`src/rtl/mem_req_arbiter.sv`:
```
// N-channel memory request arbiter: writes beat reads, round-robin within each class.
// Grant latency: 1 cycle. Back-to-back hand-off happens on the edge that samples done.
// Requesters wait while a grant is held; an optional watchdog (ARB_TIMEOUT_EN) aborts hung operations.
module mem_req_arbiter #(
  parameter int NUM_REQ        = 4,
  parameter int ADDR_W         = 32,
  parameter int WR_PRIO        = 1,
  parameter int TIMEOUT_CYCLES = 255
) (
  input  logic                      clk,
  input  logic                      rst,
  input  logic [NUM_REQ-1:0]        req,
  input  logic [NUM_REQ-1:0]        wr,
  input  logic [NUM_REQ*ADDR_W-1:0] addr_in,
  input  logic                      idle,
  input  logic                      done,
  output logic [NUM_REQ-1:0]        grant,
  output logic                      enable,
  output logic                      rd_wrt_ca,
  output logic [ADDR_W-1:0]         addr_out,
  output logic                      busy,
  output logic                      timeout_err
);

  localparam int PTR_W = $clog2(NUM_REQ);

  typedef enum logic {ST_IDLE = 1'b0, ST_BUSY = 1'b1} state_t;

  state_t               state, state_next;
  logic [PTR_W-1:0]     rr_ptr, rr_next;
  logic [NUM_REQ-1:0]   grant_next;
  logic                 enable_next;
  logic                 rd_next;
  logic [ADDR_W-1:0]    addr_next;
  logic [NUM_REQ-1:0]   eligible;
  logic [NUM_REQ-1:0]   wr_elig;
  logic [NUM_REQ-1:0]   cand;
  logic                 win_vld;
  logic [PTR_W-1:0]     win_idx;
  logic                 timeout_hit;

  assign eligible = req & {NUM_REQ{idle}};
  assign wr_elig  = eligible & wr;
  // With write priority, any eligible writer shuts out every reader this round.
  assign cand     = ((WR_PRIO != 0) && (|wr_elig)) ? wr_elig : eligible;
  assign busy     = (state == ST_BUSY);

  // Round-robin search over candidates, starting at rr_ptr and wrapping.
  always_comb begin
    win_vld = 1'b0;
    win_idx = '0;
    for (int k = 0; k < NUM_REQ; k++) begin
      int idx;
      idx = int'(rr_ptr) + k;
      if (idx >= NUM_REQ) idx = idx - NUM_REQ;
      if (!win_vld && cand[idx]) begin
        win_vld = 1'b1;
        win_idx = PTR_W'(idx);
      end
    end
  end

`ifdef ARB_TIMEOUT_EN
  localparam int WD_W = $clog2(TIMEOUT_CYCLES + 1);
  logic [WD_W-1:0] wd_cnt;

  assign timeout_hit = busy && !done && (wd_cnt == WD_W'(TIMEOUT_CYCLES));

  // Watchdog: cleared on each new grant or abort, counts busy cycles without done.
  always_ff @(posedge clk) begin
    if (rst) begin
      wd_cnt      <= '0;
      timeout_err <= 1'b0;
    end else begin
      timeout_err <= timeout_hit;
      if (!busy || done || timeout_hit) wd_cnt <= '0;
      else                              wd_cnt <= wd_cnt + WD_W'(1);
    end
  end
`else
  assign timeout_hit = 1'b0;
  assign timeout_err = 1'b0;
`endif

  // Next-state and next-output logic; outputs hold unless a grant is issued or released.
  always_comb begin
    state_next  = state;
    grant_next  = grant;
    enable_next = enable;
    rd_next     = rd_wrt_ca;
    addr_next   = addr_out;
    rr_next     = rr_ptr;
    if ((state == ST_IDLE || done) && !timeout_hit && win_vld) begin
      state_next  = ST_BUSY;
      grant_next  = NUM_REQ'(1) << win_idx;
      enable_next = 1'b1;
      rd_next     = ~wr[win_idx];
      addr_next   = addr_in[win_idx*ADDR_W +: ADDR_W];
      rr_next     = (int'(win_idx) == NUM_REQ - 1) ? '0 : win_idx + 1'b1;
    end else if (state == ST_BUSY && (done || timeout_hit)) begin
      state_next  = ST_IDLE;
      grant_next  = '0;
      enable_next = 1'b0;
      rd_next     = 1'b0;
      addr_next   = '0;
    end
  end

  // State, pointer and registered memory-side outputs.
  always_ff @(posedge clk) begin
    if (rst) begin
      state     <= ST_IDLE;
      rr_ptr    <= '0;
      grant     <= '0;
      enable    <= 1'b0;
      rd_wrt_ca <= 1'b0;
      addr_out  <= '0;
    end else begin
      state     <= state_next;
      rr_ptr    <= rr_next;
      grant     <= grant_next;
      enable    <= enable_next;
      rd_wrt_ca <= rd_next;
      addr_out  <= addr_next;
    end
  end

endmodule

```
`config.mk`:
```
export PLATFORM = sky130hd
export DESIGN_NAME = mem_req_arbiter
export DESIGN_NICKNAME = d
export VERILOG_FILES = /design/src/rtl/mem_req_arbiter.sv
export SDC_FILE = /design/constraint.sdc
export NUM_CORES = 1
export LEC_CHECK = 0
export BUFFER_PORTS_ARGS = -buffer_cell sky130_fd_sc_hd__buf_4
export CAP_MARGIN = 20
export CORE_ASPECT_RATIO = 1.75
export CORE_MARGIN = 3
export CORE_UTILIZATION = 41
export CTS_CLUSTER_SIZE = 30
export DETAILED_ROUTE_END_ITERATION = 6
export PLACE_DENSITY = 0.81
export REMOVE_ABC_BUFFERS = 1
export SYNTH_ARGS = -nofsm -noshare
export SYNTH_HDL_FRONTEND = slang
export SYNTH_SLANG_ARGS = --single-unit
```
`constraint.sdc`:
```
create_clock -name clk -period 3 [get_ports clk]
set_clock_uncertainty 0.05 [all_clocks]
set_input_delay 0.15 -clock clk [delete_from_list [all_inputs] [get_ports clk]]
set_output_delay 0.15 -clock clk [all_outputs]
set_load 0.005 [all_outputs]
```
==> results.toml, run 1 <==
[logic_synthesis]
synth_edf_count = 0
synthTopCellsByCount = "dfxtp_1, a22o_1, mux4_2"
postSynthCellCount = 193
yosys_warnings = 0
async_flop_share_pct = 0
synth_seq_cells = 40
synth_area_um2 = 2440
synth_top_cell_by_area = "dfxtp_1"
yosysMostFrequentCell = "dfxtp_1"
synth_seq_area_share_pct = 32.8
syn_avg_cell_area_um2 = 12.7
synth_area_leaders = "dfxtp_1, mux4_2, a22o_1, mux4_1, ha_1"
synth_cell_types = 40
synth.top_cell.area_share_pct = 32.8
ys.flop_type = "dfxtp_1"

[clocking]
cts-resized-gates = 0
cts_max_path_buffers = 2
clk_pin_slew_ps = 80
clk_latency_ps = 290
cts-hold-fix-buffers = 0
postCtsSetupRepairBufs = 0
cts_buffers = 5
htree_levels = 2
cts_tree = "done"
cts.sinks = 40
cts_root_buf = "clkbuf_8"

[min_path]
hp-start = "rst"
worstHoldEndpoint = "grant[2]"
hold_depth = 2
hp-class = "in -> reg"

[pwr]
total_power_mw = 1.67
powerDensity_nw_per_um2 = 420
peakVddDrop_mv = 0.282
p_leak_nw = 1.83

[sta]
finalCritPeriodShare_pct = 80.3
fmax_mhz = 415
finalHoldViolCount = 0
rsz0062_at_grt = "false"
period_minus_slack_ps = 2410
tightestPinTransition_ps = 595
relSlewSlack_pct = 60.0
tns_ps = 0
drv_slew = 0
timing.hold.ws_ps = 60.5
setup_viol = 0

[grt]
grt_usage_pct = 24.0
grt_pass1_vias = 2646
grt_overflow = 0
antenna_found_initial = 0
grt_start_max_net_pins = 33
grt_pass1_wl_mm = 13.1

[setup_path]
startpoint_type = "primary input"
endpoint_kind = "flop"
crit_required_ps = 3130
r2r_cells = 5
cp_max_fo = 11
arrival_ps = 2540
reg2reg_from = "rr_ptr[1]"
crit_type = "in -> reg"
rr_endpoint = "addr_out[5]"
reg2reg_slack_ps = 770

[drt]
first_pass_iters = 4
vias_per_cell = 5.59
vias = 2494
dr.first_iter.drc_count = 161
ant_nets = 0
drc = 0
drt_wl_total_mm = 8.40
wl_per_cell_um = 18.8

[cells_and_area]
layout-drive-gt1-share_pct = 62.2
antenna_cells = 0
nFillCells = 450
nets = 513
syn2layout_area_growth_pct = 63.1

[job]
max_cap_violations = 0

[placed_design]
dp_hpwl_mm = 6.87
finalWeightedCongestion = 0.812
numPortBuffers = 178

[die]
die_h_um = 108
dieArea_um2 = 6960
core-area_um2 = 5680
num_io_pins = 180
start_util_pct = 43.0
die_w_um = 64.3
fp-row-count = 36

[outcome]
status = "finished clean"
-- worst max-delay path by stage --
stage	slack [ps]	to	from	cells past startpoint
2_1_floorplan	60	addr_out[5]	wr[0]	6
5_1_grt	510	addr_out[19]	wr[0]	8
3_5_place_dp	310	addr_out[21]	wr[0]	8
3_3_place_gp	370	addr_out[1]	wr[0]	8
6_report	590	addr_out[19]	wr[0]	8
4_1_cts	600	addr_out[19]	wr[0]	8
-- layout make-up --
| cell class | instances | area, um^2 | share of cell area [%] |
|---|---|---|---|
| sequential | 40 | 801 | 20.1 |
| clock buffer | 5 | 68.8 | 1.73 |
| tap | 76 | 95.1 | 2.39 |
| inverter | 3 | 11.3 | 0.283 |
| multi-input combinational | 134 | 1550 | 38.8 |
| clock inverter | 3 | 47.5 | 1.19 |
| timing repair buffer | 185 | 1410 | 35.5 |
-- report_power, final --
group | internal (mW) | switching [mW] | total, mW
Clock | 0.251 | 0.198 | 0.448
Combinational | 0.373 | 0.220 | 0.593
Sequential | 0.591 | 0.0399 | 0.631
-- worst max-delay path: stages --
cell	delay, ps
buf_4	120
a222oi_1	570
o211ai_1	230
a21bo_2	270
a21oi_4	400
buf_4	280
mux4_2	310
a22o_1	190
-- cells by family after synthesis --
group,share of synthesized area (%)
muxes,31.9
DFF,32.8
other,0.154
buffers and inverters,4.51
adders and majority gates,2.05
and+or+nand+nor,4.92
AOI/OAI and AO/OA,23.7
-- registers in the layout (all words and copies together), names as in the netlist --
register   count
busy           1
rd_wrt_ca      1
rr_ptr         2
addr_out      32
grant          4
-- metal layers --
metal,routed length [um],part of all wire (%),up-vias,GRT usage [%]
li1,-,-,1157,-
met1,2890,34,1200,25.5
met4,129,1.5,0,6.81
met5,0,0,-,0
met2,4730,56,126,46.4
met3,653,7.8,11,5.09
-- cell usage in the layout, fill, tap and decap left out, drive strengths merged --
master,instances
or3,2
nor2b,1
and2,2
o211ai,1
o2bb2ai,1
o22ai,2
a211oi,1
buf,185
dfxtp,40
bufinv,1
a21oi,8
a31oi,1
nand3,5
o21ai,7
inv,3
a22o,32
mux4,33
a221oi,1
a21bo,2
nand2,5
nand2b,1
conb,1
a21o,6
a32oi,4
ha,4
o21a,1
or2,1
clkinv,2
a222oi,2
nor3b,1
clkbuf,5
nor2,6
mux2i,1
a21boi,1
o2111ai,1
-- stage by stage --
| step | area [um^2] | instances | setup WS, ps | utilization, % |
|---|---|---|---|---|
| after global placement | 3870 | 438 | 372 | 68.1 |
| after CTS | 3980 | 446 | 600 | 70.2 |
| final | 3980 | 446 | 591 | 70.2 |
| after detailed placement | 3870 | 438 | 306 | 68.1 |
| after floorplan | 2340 | 177 | 61.5 | - |
| after global routing | 3980 | 446 | 512 | 70.2 |
No activity file was read; power rests on OpenSTA's default activity.
==> inputs of run 2 (changes only) <==
==> constraint.sdc (replaced) <==
create_clock -name clk -period 2.3 [get_ports clk]
set_clock_uncertainty 0.05 [all_clocks]
set_input_delay 0.115 -clock clk [delete_from_list [all_inputs] [get_ports clk]]
set_output_delay 0.115 -clock clk [all_outputs]
set_load 0.005 [all_outputs]
==> run 2 against run 1 <==
Compared with the run above: combinational power up 38%; utilization is 2.8 points higher; sequential power up 30%; cell area is 3.9% higher; non-clock buffer count up 19; wire length increased by 4.1%.
==> results.toml, run 2 (synthesis gave the netlist of run 1 again) <==
[die]
dieArea_um2 = 6960
fp-row-count = 36
die_w_um = 64.3
core-area_um2 = 5680
start_util_pct = 43.0
die_h_um = 108
num_io_pins = 180

[sta]
setup_viol = 0
finalHoldViolCount = 0
tns_ps = 0
finalCritPeriodShare_pct = 93.1
timing.hold.ws_ps = 22.2
fmax_mhz = 467
drv_slew = 0
rsz0062_at_grt = "true"
period_minus_slack_ps = 2140

[grt]
antenna_found_initial = 0
grt_pass1_vias = 2694
grt.met1_usage_pct = 25.0
grt_busiest_layer = "met2"
grt_usage_pct = 24.4
grt_pass1_wl_mm = 13.2
grt_start_max_net_pins = 33
grt_overflow = 0
grtUsageMet2_pct = 46.9
met3_usage_pct = 5.51

[drt]
vias = 2565
wl_per_cell_um = 18.8
dr.first_iter.drc_count = 97
drc = 0
drt_wl_total_mm = 8.74
ant_nets = 0
first_pass_iters = 4
vias_per_cell = 5.52

[clocking]
cts_max_path_buffers = 2
clk_pin_slew_ps = 80
cts-hold-fix-buffers = 0
cts_tree = "done"
clk_latency_ps = 290
cts_buffers = 5
cts_root_buf = "clkbuf_8"
htree_levels = 2
cts.sinks = 40

[placed_design]
dp_hpwl_mm = 7.12
numPortBuffers = 178
finalWeightedCongestion = 0.842
dp_cells = 455

[pwr]
powerDensity_nw_per_um2 = 539
seqPwrFrac_pct = 36.8
total_power_mw = 2.23
power.share.clock_pct = 26.5
peakVddDrop_mv = 0.350
power.share.switching_pct = 27.3
combPwrFrac_pct = 36.7
p_sw_uw = 609
p_leak_nw = 1.92
internal_power_mw = 1.62

[setup_path]
cp_num_cells = 9
cp_num_buf_inv = 3
path_common_cell = "buf_4"
cpLargestDelayFamily = "compound AO/OA/AOI/OAI gates"
crit_type = "in -> reg"
critPathMaxStageDelay_ps = 450
crit_required_ps = 2430
path_cells = "buf_4, a222oi_1, buf_4, o211ai_1, a21oi_2, o2111ai_4, buf_12, mux4_2, a22o_1"
critical-path-slowest-cell = "a222oi_1"
endpoint_kind = "flop"
arrival_ps = 2270
startpoint_type = "primary input"
cp_max_fo = 19
r2r_cells = 5

[cells_and_area]
antenna_cells = 0
reg.largest.list = "addr_out (32), grant (4), rr_ptr (2)"
utilization_pct = 72.9
largest_register_ffs = 32
final_cells = 465
nets = 532
layout_commonest_cell = "buf_4"
final_cell_mix = "buf_4, dfxtp_1, a22o_1"
layout-drive-gt1-share_pct = 64.5
syn2layout_area_growth_pct = 69.5
regMostFlops = "addr_out"

[job]
max_cap_violations = 0

[min_path]
hold_depth = 2
hp-class = "in -> reg"

[outcome]
status = "finished clean"
==> run 2: power by group through the flow <==
stage                     clock network, mW  registers, mW  logic, mW
after floorplan                           0          0.836      0.364
after global placement                    0          0.835      0.798
after detailed placement                  0          0.837      0.817
after CTS                             0.602          0.821      0.820
after global routing                  0.627          0.833      0.879
final                                 0.591          0.822      0.818
==> run 2: what timing repair did <==
item,in CTS,in global routing
gates resized for setup,0,2
setup buffers,0,2
endpoints found under the setup margin,0,11
==> run 2: cell type report <==
cell class / count / area [um^2]
tap: 76 / 95.1
fill: 434 / 1540
timing repair buffer: 204 / 1570
clock buffer: 5 / 68.8
clock inverter: 3 / 46.3
inverter: 3 / 11.3
sequential: 40 / 801
multi-input combinational: 134 / 1550
==> run 2: path summary, 6_finish.rpt <==
check            start      endpoint  slack [ps]
max             req[0]  addr_out[19]         160
min                rst      grant[0]          20
max reg2reg  rr_ptr[1]  addr_out[19]         200
min reg2reg  rd_wrt_ca     rd_wrt_ca         420
==> run 2: stage by stage <==
stage / cell area [um^2] / setup slack (ps)
2_1_floorplan: 2340 / -604
3_5_place_dp: 4010 / -185
3_3_place_gp: 4010 / -83.4
5_1_grt: 4140 / -3.81
4_1_cts: 4120 / 113
6_report: 4140 / 158
==> run 2: metal layers <==
layer	vias up	wire length [um]
li1	1196	-
met1	1209	2940
met2	140	4860
met3	20	706
met4	0	242
met5	-	0
==> inputs of run 3 (changes only) <==
==> constraint.sdc (replaced) <==
create_clock -name clk -period 2.1 [get_ports clk]
set_clock_uncertainty 0.05 [all_clocks]
set_input_delay 0.105 -clock clk [delete_from_list [all_inputs] [get_ports clk]]
set_output_delay 0.105 -clock clk [all_outputs]
set_load 0.005 [all_outputs]
==> run 3 against run 2 <==
Compared with the run above: the flow now finishes with violations (negative setup slack); setup slack got worse by 200 ps; total power increased by 7.9%; combinational power increased by 23%; die area unchanged; sequential share of layout area decreased by 0.87 points; clock power decreased by 16%; worst hold slack got worse by 3.3 ps; global-route usage increased by 2.1 points; register-to-register slack got worse by 240 ps; via count increased by 5.1%; flip-flop and latch count unchanged; first-iteration DRC count increased by 39%; critical path type unchanged; critical endpoint is now addr_out[21]; largest power group is now combinational cells.
==> results.toml, run 3 (synthesis gave the netlist of run 1 again) <==
[die]
core-area_um2 = 5680
num_io_pins = 180
die_h_um = 108
fp-row-count = 36
die_w_um = 64.3
dieArea_um2 = 6960
start_util_pct = 43.0

[outcome]
status = "finished with violations"
violations = "negative setup slack"

[clocking]
clk_pin_slew_ps = 80
cts-hold-fix-buffers = 0
clk_latency_ps = 280
cts_max_path_buffers = 2
cts_buffers = 5
cts_tree = "done"
htree_levels = 2
cts.sinks = 40
cts_root_buf = "clkbuf_8"

[sta]
setup_slack_ps = -46.6
fmax_mhz = 466
finalHoldViolCount = 0
rsz0062_at_grt = "true"
finalCritPeriodShare_pct = 102
tns_ps = -229
period_minus_slack_ps = 2150
drv_slew = 0
setup_viol = 20

[setup_path]
r2r_cells = 7
arrival_ps = 2280
endpoint_kind = "flop"
cp_max_fo = 8
crit_type = "in -> reg"
startpoint_type = "primary input"
path_cells = "buf_6, a222oi_1, buf_4, o211ai_1, a21oi_4, o2111ai_4, buf_12, clkbuf_16, mux4_2, a22o_1"
worstSetupStartpoint = "wr[0]"
reg2reg_from = "rr_ptr[1]"
critPathMaxStageDelay_ps = 420
crit_required_ps = 2230
critical-path-slowest-cell = "mux4_2"

[cells_and_area]
nets = 543
syn2layout_area_growth_pct = 77.4
final_cell_mix = "buf_4, dfxtp_1, a22o_1"
largest_register_ffs = 32
layout_commonest_cell = "buf_4"
regMostFlops = "addr_out"
utilization_pct = 76.3
layout-drive-gt1-share_pct = 68.5
final_area_um2 = 4330
reg.largest.list = "addr_out (32), grant (4), rr_ptr (2)"
antenna_cells = 0

[placed_design]
numPortBuffers = 178
dp_hpwl_mm = 7.53
finalWeightedCongestion = 0.834
pre_cts_ws_ps = -350
place_area_um2 = 4050

[drt]
vias = 2697
dr.first_iter.drc_count = 135
vias_per_cell = 5.67
drc = 0
first_pass_iters = 4
ant_nets = 0
drt_wl_total_mm = 9.47
wl_per_cell_um = 19.9

[grt]
grt_usage_pct = 26.5
grt_overflow = 0
grt_start_max_net_pins = 21
grt_pass1_vias = 2939
grt_pass1_wl_mm = 14.1
antenna_found_initial = 0

[job]
max_cap_violations = 0

[pwr]
powerDensity_nw_per_um2 = 556
peakVddDrop_mv = 0.384
total_power_mw = 2.41
p_leak_nw = 2.00

[min_path]
hold_depth = 2
hp-class = "in -> reg"
hp-start = "rst"
run 3: cell count changes in the layout (fill, tap and decap cells not counted), sizes merged:
cell / change
bufinv: -1
clkbuf: +1
inv: -1
clkinvlp: -1
clkinv: +3
buf: +9
bufbuf: +1
run 3: cell type report:
class	count	area, um^2
Clock buffer	5	68.8
Clock inverter	3	18.8
Tap cell	76	95.1
Inverter	3	11.3
Sequential cell	40	801
Timing Repair Buffer	215	1760
Fill cell	434	1340
Multi-Input combinational cell	134	1580
run 3: repair_timing:
item,4_1_cts,5_1_grt
gates cloned,1,1
buffers inserted,2,3
endpoints found under the hold margin,0,0
pin swaps,3,7
resized for setup,7,23
endpoints found under the setup margin,33,38
run 3: path summary, 6_finish.rpt:
check	end	slack (ps)
min reg2reg	addr_out[31]	430
min	grant[2]	20
max	addr_out[21]	-50
max reg2reg	addr_out[21]	-40
run 3: worst max-delay path: cells and delay by family:
kind	cells	cell delay [ps]
AO/OA/AOI/OAI	5	1110
buffers and inverters	4	630
multiplexers	1	420
run 3: metrics by stage:
step                cells  hold slack, ps
floorplan             177             124
global placement      461             313
detailed placement    461             323
CTS                   472            14.8
global route          476            22.8
finish                476            18.9
run 3: report_power, final:
part	leakage [nW]	total (mW)	switching [mW]	internal, mW
clock network	0.0479	0.497	0.265	0.232
registers	0.329	0.904	0.0596	0.845
logic	1.63	1.01	0.357	0.649
total	2.00	2.41	0.682	1.73
run 3: per-layer routing:
metal	GRT usage (%)	routed length, um
met1	25.8	3010
met3	5.61	838
met2	51.3	5170
met5	0	0
met4	13.2	450
